`config.mk`:
```
export PLATFORM = sky130hd
export DESIGN_NAME = uart_frame_rx
export DESIGN_NICKNAME = d
export VERILOG_FILES = /design/src/rtl/uart_frame_rx.sv
export SDC_FILE = /design/constraint.sdc
export NUM_CORES = 1
export LEC_CHECK = 0
export ABC_AREA = 0
export CAP_MARGIN = 0
export CELL_PAD_IN_SITES_DETAIL_PLACEMENT = 1
export CELL_PAD_IN_SITES_GLOBAL_PLACEMENT = 2
export CORE_MARGIN = 2
export CORE_UTILIZATION = 36
export CTS_CLUSTER_DIAMETER = 30
export CTS_CLUSTER_SIZE = 8
export DETAILED_ROUTE_END_ITERATION = 16
export GPL_ROUTABILITY_DRIVEN = 0
export PLACE_DENSITY = 0.88
export RECOVER_POWER = 25
export SLEW_MARGIN = 20
export SYNTH_ARGS = -nofsm -noshare
export SYNTH_HDL_FRONTEND = slang
export SYNTH_SLANG_ARGS = --single-unit
```
`constraint.sdc`:
```
create_clock -name clk -period 2.4 [get_ports clk]
set_clock_uncertainty 0.2 [all_clocks]
set_input_delay 0.24 -clock clk [delete_from_list [all_inputs] [get_ports clk]]
set_output_delay 0.24 -clock clk [all_outputs]
set_load 0.01 [all_outputs]
```
`src/rtl/uart_frame_rx.sv`:
```
// uart_frame_rx: assembles SYNC-led frames from the UART byte stream into
// num1/num2/cin and presents them with a valid/ready handshake. Partial frames
// are abandoned after an inter-byte timeout. Bytes arriving while a frame is
// held are dropped and counted.
// Optional trailing XOR checksum byte: define FRAME_CHECKSUM_EN.
//
// state     | meaning
// S_HUNT    | waiting for SYNC_BYTE, other bytes ignored
// S_PAYLOAD | collecting payload bytes, inter-byte timer running
// S_HOLD    | complete frame presented, waiting for i_frame_ready
module uart_frame_rx #(
  parameter logic [7:0]  SYNC_BYTE    = 8'hA5,
  parameter int unsigned TIMEOUT_CLKS = 43400
) (
  input  logic        clk,
  input  logic        rst_n,
  input  logic [7:0]  i_data,
  input  logic        i_data_available,
  input  logic        i_frame_ready,
  output logic        o_frame_valid,
  output logic [31:0] o_num1,
  output logic [31:0] o_num2,
  output logic        o_cin,
  output logic        o_timeout,
  output logic        o_overrun,
  output logic        o_frame_error,
  output logic [7:0]  o_drop_count
);

  localparam int TW = $clog2(TIMEOUT_CLKS + 1);
  localparam logic [TW-1:0] TIMER_LAST = TW'(TIMEOUT_CLKS - 1);
`ifdef FRAME_CHECKSUM_EN
  localparam logic [3:0] LAST_IDX = 4'd9;
`else
  localparam logic [3:0] LAST_IDX = 4'd8;
`endif

  typedef enum logic [1:0] {S_HUNT, S_PAYLOAD, S_HOLD} state_t;

  state_t        r_state;
  logic [3:0]    r_idx;
  logic [TW-1:0] r_timer;
  logic [31:0]   r_sh_num1;
  logic [31:0]   r_sh_num2;
  logic          r_valid;
  logic [31:0]   r_num1;
  logic [31:0]   r_num2;
  logic          r_cin;
  logic          r_timeout;
  logic          r_overrun;
  logic [7:0]    r_drop;
`ifdef FRAME_CHECKSUM_EN
  logic          r_sh_cin;
  logic [7:0]    r_xor;
  logic          r_frame_error;
`endif

  logic       w_sync;
  logic [7:0] w_drop_next;
  logic [4:0] w_byte_lsb;

  assign w_sync      = i_data_available && (i_data == SYNC_BYTE);
  assign w_drop_next = (r_drop == 8'hFF) ? r_drop : r_drop + 8'd1;
  assign w_byte_lsb  = {r_idx[1:0], 3'b000};

  // Frame FSM: hunt, payload collection with timeout, hold until transfer
  always_ff @(posedge clk or negedge rst_n) begin
    if (!rst_n) begin
      r_state   <= S_HUNT;
      r_idx     <= '0;
      r_timer   <= '0;
      r_sh_num1 <= '0;
      r_sh_num2 <= '0;
      r_valid   <= 1'b0;
      r_num1    <= '0;
      r_num2    <= '0;
      r_cin     <= 1'b0;
      r_timeout <= 1'b0;
      r_overrun <= 1'b0;
      r_drop    <= '0;
`ifdef FRAME_CHECKSUM_EN
      r_sh_cin      <= 1'b0;
      r_xor         <= '0;
      r_frame_error <= 1'b0;
`endif
    end else begin
      r_timeout <= 1'b0;
      r_overrun <= 1'b0;
`ifdef FRAME_CHECKSUM_EN
      r_frame_error <= 1'b0;
`endif
      case (r_state)
        S_HUNT: begin
          if (w_sync) begin
            r_state <= S_PAYLOAD;
            r_idx   <= '0;
            r_timer <= '0;
`ifdef FRAME_CHECKSUM_EN
            r_xor   <= '0;
`endif
          end
        end
        S_PAYLOAD: begin
          if (i_data_available) begin
            r_timer <= '0;
            r_idx   <= r_idx + 4'd1;
            if (r_idx < 4'd4)
              r_sh_num1[w_byte_lsb +: 8] <= i_data;
            else if (r_idx < 4'd8)
              r_sh_num2[w_byte_lsb +: 8] <= i_data;
`ifdef FRAME_CHECKSUM_EN
            r_xor <= r_xor ^ i_data;
            if (r_idx == 4'd8)
              r_sh_cin <= i_data[0];
            if (r_idx == LAST_IDX) begin
              if (i_data == r_xor) begin
                r_num1  <= r_sh_num1;
                r_num2  <= r_sh_num2;
                r_cin   <= r_sh_cin;
                r_valid <= 1'b1;
                r_state <= S_HOLD;
              end else begin
                r_frame_error <= 1'b1;
                r_drop        <= w_drop_next;
                r_state       <= S_HUNT;
              end
            end
`else
            if (r_idx == LAST_IDX) begin
              r_num1  <= r_sh_num1;
              r_num2  <= r_sh_num2;
              r_cin   <= i_data[0];
              r_valid <= 1'b1;
              r_state <= S_HOLD;
            end
`endif
          end else if (r_timer == TIMER_LAST) begin
            r_timer   <= '0;
            r_timeout <= 1'b1;
            r_drop    <= w_drop_next;
            r_state   <= S_HUNT;
          end else begin
            r_timer <= r_timer + 1'b1;
          end
        end
        S_HOLD: begin
          if (i_frame_ready) begin
            r_valid <= 1'b0;
            if (w_sync) begin
              r_state <= S_PAYLOAD;
              r_idx   <= '0;
              r_timer <= '0;
`ifdef FRAME_CHECKSUM_EN
              r_xor   <= '0;
`endif
            end else begin
              r_state <= S_HUNT;
            end
          end else if (i_data_available) begin
            r_overrun <= 1'b1;
            r_drop    <= w_drop_next;
          end
        end
        default: r_state <= S_HUNT;
      endcase
    end
  end

  assign o_frame_valid = r_valid;
  assign o_num1        = r_num1;
  assign o_num2        = r_num2;
  assign o_cin         = r_cin;
  assign o_timeout     = r_timeout;
  assign o_overrun     = r_overrun;
  assign o_drop_count  = r_drop;
`ifdef FRAME_CHECKSUM_EN
  assign o_frame_error = r_frame_error;
`else
  assign o_frame_error = 1'b0;
`endif

endmodule

```
==> results of run 1 <==
## registers in the layout (all words and copies together) (netlist names)
name and count:
o_num1 32, o_num2 32, r_sh_num1 32, r_sh_num2 32, r_timer 16, o_drop_count 8, r_idx 4, r_state 2
o_cin 1, o_frame_valid 1, o_overrun 1, o_timeout 1
## power groups by stage
stage / Clock, mW / Sequential, mW / Combinational, mW
2_1_floorplan: 0 / 2.98 / 0.452
3_3_place_gp: 0 / 3.01 / 0.736
3_5_place_dp: 0 / 3.02 / 0.785
4_1_cts: 2.74 / 2.97 / 0.797
5_1_grt: 2.88 / 2.99 / 0.895
6_report: 2.69 / 2.97 / 0.773
## layout by cell type, fill, tap and decap left out, types with 7 or more instances in the layout
master | Yosys | final
clkbuf_16 | 0 | 17
o21ai_0 | 81 | 81
o31ai_1 | 8 | 8
nand3_1 | 11 | 11
nand4_1 | 7 | 7
ha_1 | 7 | 7
nand2_1 | 118 | 118
mux2_2 | 67 | 67
nor2_1 | 16 | 15
buf_4 | 4 | 20
clkdlybuf4s50_1 | 0 | 86
dfrtp_1 | 162 | 162
## cells in the mapped netlist (all sizes together) (3+ instances only)
cell      n
xnor2     5
nor3      3
nand4     7
inv       5
nand3    11
nand2b    3
o41ai     4
dfrtp   162
mux2     67
clkbuf   10
ha        7
and3      3
a21oi     5
o31ai     8
nor2     16
buf      12
nor3b     4
a31oi     5
o21ai    82
nand2   118
and2b     3
## worst max-delay path, delay by kind of cell, from the launching register on
kind,cells,cell delay [ps]
adders and majority gates,1,270
AOI/OAI and AO/OA,3,500
DFF,1,410
buffers and inverters,1,190
and+or+nand+nor,2,450
## layer usage
layer,share of wire,wire [µm]
met1,0.44,7297
met2,0.51,8375
met3,0.036,595
met4,0.012,197
met5,0,0
## area by class of cell
| type | count | area, µm² | area share |
|---|---|---|---|
| timing repair buffer | 112 | 1094 | 0.1292 |
| inverter | 5 | 18.77 | 0.002218 |
| multi-input combinational | 380 | 2421 | 0.2861 |
| tap | 229 | 286.5 | 0.03386 |
| clock buffer | 20 | 456.7 | 0.05397 |
| clock inverter | 12 | 131.4 | 0.01553 |
| sequential | 162 | 4054 | 0.4791 |
## how the worst min path moves through the flow
stage                             from           end  slack [ps]  cells after the start
after floorplan                  rst_n         o_cin        -260                      0
after global placement           rst_n    o_num1[24]         -30                      1
after detailed placement         rst_n    o_num1[26]         -20                      1
after CTS                        rst_n    o_num2[26]         110                      2
after global routing         o_num1[6]     o_num1[6]         320                      1
final                     r_sh_num2[8]  r_sh_num2[8]         280                      2
## cell families after synthesis
group           count (synthesis)  synth area share
fa+ha+maj                       7           0.01324
compound gates                112           0.09688
mux                            68            0.1156
flops                         162            0.6131
simple gates                  185            0.1294
other cells                     1         0.0005671
buf+inv                        27           0.02195
xor+xnor                        7          0.009272
==> metrics.txt, run 1 <==
Seq/Total Area, Yosys 0.6131; # diodes 0; number of port buffers 87; worst hold path class reg -> reg; Psw ~1.7 mW; Clock power frac 0.418; combinational share of power 0.120; minimum clock period 2132 ps; Post-DP Area 7883 µm²; Finish-stage setup viols 0; Post-CTS Setup Inserts 0; cell internal pwr about 4.7 mW; worst ir drop on vdd 0.5027 mV; Remaining Overflow, GRT 0; max-cap violations 0; ranking of synthesized cells by area dfrtp_1, mux2_2, nand2_1; RR Endpoint r_timer[3]; Yosys cell types 46; EDFF count, synth 0; Startpoint Class flop; maximum clock frequency 469.0 MHz; Pwr Total about 6.4 mW; # DRC 0; Final Cell Area about 8500 µm²; Hold Fails Final Rpt 0; # rows 49; Die ar. 19470 µm²; switching share of power 0.2639; worst setup margin around 270 ps; fin nets 697; sequential share of power 0.461; WP data required 2490 ps; layout cells sized above 1 0.1910; DR iter-0 viols 197; Syn Inst Count 569; CTS Buffer Depth 2; slowest stage delay, CP 410 ps; Pleak 3.799 nW; drt first pass iters 4; Crit. End Element flop; Tot GR Track Use 0.1772; Place WS 56.56 ps; post-DP HPWL 11.62 mm; clock sink count 162; setup TNS 0 ps; Reg-to-Reg Start r_timer[0]; Clock Tree Root clkbuf_16; met1 Resource Use GR 0.2281; crit path cell chain ha_1 -> and4_1 -> a41o_1 -> buf_4 -> and2b_1 -> o21ai_0 -> o31ai_1; Mapped Avg Cell Area ~12 µm²; first-pass GRT wire length 27.26 mm; htree depth 4; met2 Use GR 0.3062; largest net degree at the start of global routing 52; Inst Count DP 887; CTS resizes 0; async set-or-reset flop fraction in the synthesized netlist 1.000; CP startpoint r_timer[0]; Synthesis Warnings 0; Crit-path slowest cell dfrtp_1; WS Path Type reg -> reg; Final period util 0.8884; Setup crit end r_timer[3]; Initial Util 0.3681; hold buffers post-CTS 1; antenna viol nets, final 0; CTS clk-pin slew, worst paths roughly 60 ps; gr busiest metal met2; core area 17960 µm²; total number of vias 4702; total CTS buffers 17; Die Width 139.5 µm; synthesis-to-layout area growth 27.97%; Slew Limit Fails 0; RSZ-0062 raised after global routing no; outcome completed; via/cell ratio 5.111; initial antenna violation count 0; TritonCTS clock tree done; vias in the first global route around 5200; Synth area leader dfrtp_1; power density over cell area about 760 nW/µm²; Routed WL per cell between 15 and 20 µm; clock latency on the worst-skew pair 420 ps; Synth Cell Area 6613 µm²; worst hold slack 281.9 ps; Finished Layout Cells 920; fill cell count 1897; ys flop type dfrtp_1; final wirelength 16.47 mm; Ports 89; die height approximately 140 µm; flops & latches, synth roughly 160; M3 GR Usage 0.03544; Slew @ Worst Pin 1011 ps; area share of the largest cell type after synthesis 0.6131; Syn Nets 588; Arr. time, crit path 2220 ps; worst reg2reg path depth 7; Slew headroom 0.3257; register-to-register setup slack between 200 and 300 ps; Finished Core Util 0.4711; Max Fanout on Critical Path 12
Power figures use the tool's default switching activity.
==> run 2, diff against run 1 <==
SKIP_CTS_REPAIR_TIMING = 1   (was unset)
==> run 2 against run 1 <==
  * Die area is the same
  * Worst setup slack hardly changed
  * Count of clock-buffer cells in the layout is the same
  * First-iteration DRC count did not move
  * Design area unchanged
  * Wire length about the same
  * Total power hardly changed
==> metrics.txt, run 2 (synthesis results as in run 1) <==
outcome completed; initial antenna violation count 0 (unchanged); Remaining Overflow, GRT 0 (unchanged); minimum clock period 2132 ps (-0.05700 ps); Final period util 0.8884 (about the same); core area 17960 µm² (unchanged); total CTS buffers 17 (unchanged); Finish-stage setup viols 0 (unchanged); TritonCTS clock tree done; htree depth 4 (unchanged); Slew headroom 0.3258 (about the same); synthesis-to-layout area growth 27.97% (unchanged); Crit-path slowest cell dfrtp_1; CTS clk-pin slew, worst paths 60 ps (about the same); Hold Fails Final Rpt 0 (unchanged); Post-DP Area 7883 µm² (unchanged); CTS Buffer Depth 2 (unchanged); Initial Util 0.3681 (unchanged); DR iter-0 viols 197 (unchanged); via/cell ratio 5.112 (about the same); slowest stage delay, CP 410 ps (about the same); # diodes 0 (unchanged); setup TNS 0 ps (unchanged); max-cap violations 0 (unchanged); multi-input logic area 2421 µm² (unchanged); Ports 89 (unchanged); register area 4054 µm² (unchanged); fin nets 697 (unchanged); worst hold path class reg -> reg; Die Width 139.5 µm (unchanged); clock sink count 162 (unchanged); commonest non-fill, non-tap cell in the layout dfrtp_1; crit path cell chain ha_1 -> and4_1 -> a41o_1 -> buf_4 -> and2b_1 -> o21ai_0 -> o31ai_1; worst ir drop on vdd 0.5027 mV (about the same); first-pass GRT wire length 27.26 mm (unchanged); Crit. End Element flop; Slew Limit Fails 0 (unchanged); total number of vias 4703 (+0.021%); die height 139.5 µm (unchanged); clock latency on the worst-skew pair 420 ps (about the same); worst setup margin 267.9 ps (+0.05700 ps); RSZ-0062 raised after global routing no; Final Cell Area 8462 µm² (unchanged); fill cell count 1897 (unchanged); final wirelength 16.47 mm (about the same); drt first pass iters 4 (unchanged); maximum clock frequency 469.0 MHz (about the same); most frequent cells in the layout dfrtp_1, nand2_1, clkdlybuf4s50_1, o21ai_0, mux2_2; power density over cell area 760.6 nW/µm² (about the same); layout cells sized above 1 0.1910 (unchanged); WP data required 2490 ps (about the same); number of port buffers 87 (unchanged); Arr. time, crit path 2220 ps (about the same); # DRC 0 (unchanged); Pleak 3.799 nW (unchanged); Routed WL per cell 17.90 µm (about the same); Max Fanout on Critical Path 12 (unchanged); post-DP HPWL 11.62 mm (unchanged); largest net degree at the start of global routing 52 (unchanged); Place WS 56.56 ps (unchanged); Startpoint Class flop; Tot GR Track Use 0.1772 (unchanged); # rows 49 (unchanged); Die ar. 19470 µm² (unchanged); Slew @ Worst Pin 1011 ps (-0.05227 ps); Clock Tree Root clkbuf_16; antenna viol nets, final 0 (unchanged); WS Path Type reg -> reg; vias in the first global route 5155 (-0.039%)
[run 2: area by class of cell]
cell class,instances,area share
clock buffer,20,0.05397
clock inverter,12,0.01553
inverter,5,0.002218
multi-input combinational,380,0.2861
sequential,162,0.4791
tap,229,0.03386
timing repair buffer,112,0.1292
[run 2: critical path, delay by kind of cell (launching register included)]
| kind | cells | cell delay, ps |
|---|---|---|
| fa+ha+maj | 1 | 270 |
| flops | 1 | 410 |
| simple gates | 2 | 450 |
| compound gates | 3 | 500 |
| buf+inv | 1 | 190 |
[run 2: per-stage QoR]
stage                     power [mW]  hold slack, ps  utilization  instances
after floorplan                3.433          -255.6            -        569
after global placement         3.746          -31.79       0.4388        887
after detailed placement       3.807          -19.39       0.4388        887
after CTS                      6.504          -470.0       0.4715        919
after global routing           6.760           321.9       0.4711        920
final                          6.436           281.9       0.4711        920
[run 2: worst paths after layout]
path                               from             to  slack, ps  cells past startpoint
min in group asynchronous         rst_n     o_num1[24]        330                      2
max reg2reg                  r_timer[0]     r_timer[3]        270                      7
max in group asynchronous         rst_n  r_sh_num2[12]        350                      3
min                        r_sh_num2[8]   r_sh_num2[8]        280                      2
min reg2reg                r_sh_num2[8]   r_sh_num2[8]        280                      2
max                          r_timer[0]     r_timer[3]        270                      7
[run 2: per-layer routing]
layer | part of all wire | global-route usage | vias up
met5 | 0 | 0 | -
met4 | 0.012 | 0.04895 | 0
met3 | 0.036 | 0.03579 | 16
met2 | 0.51 | 0.3062 | 88
met1 | 0.44 | 0.2279 | 2398
li1 | - | - | 2201
[run 2: power by group]
part	switching (mW)	total (mW)	leakage, nW	internal [mW]
Sequential	0.104	2.97	2.25	2.87
Combinational	0.488	0.773	1.27	0.285
Clock	1.11	2.69	0.278	1.59
==> run 3, diff against run 2 <==
CAP_MARGIN = 20   (was 0)
==> results of run 3 <==
Same layout as run 2: the final DEF is identical, and so are final timing and power.
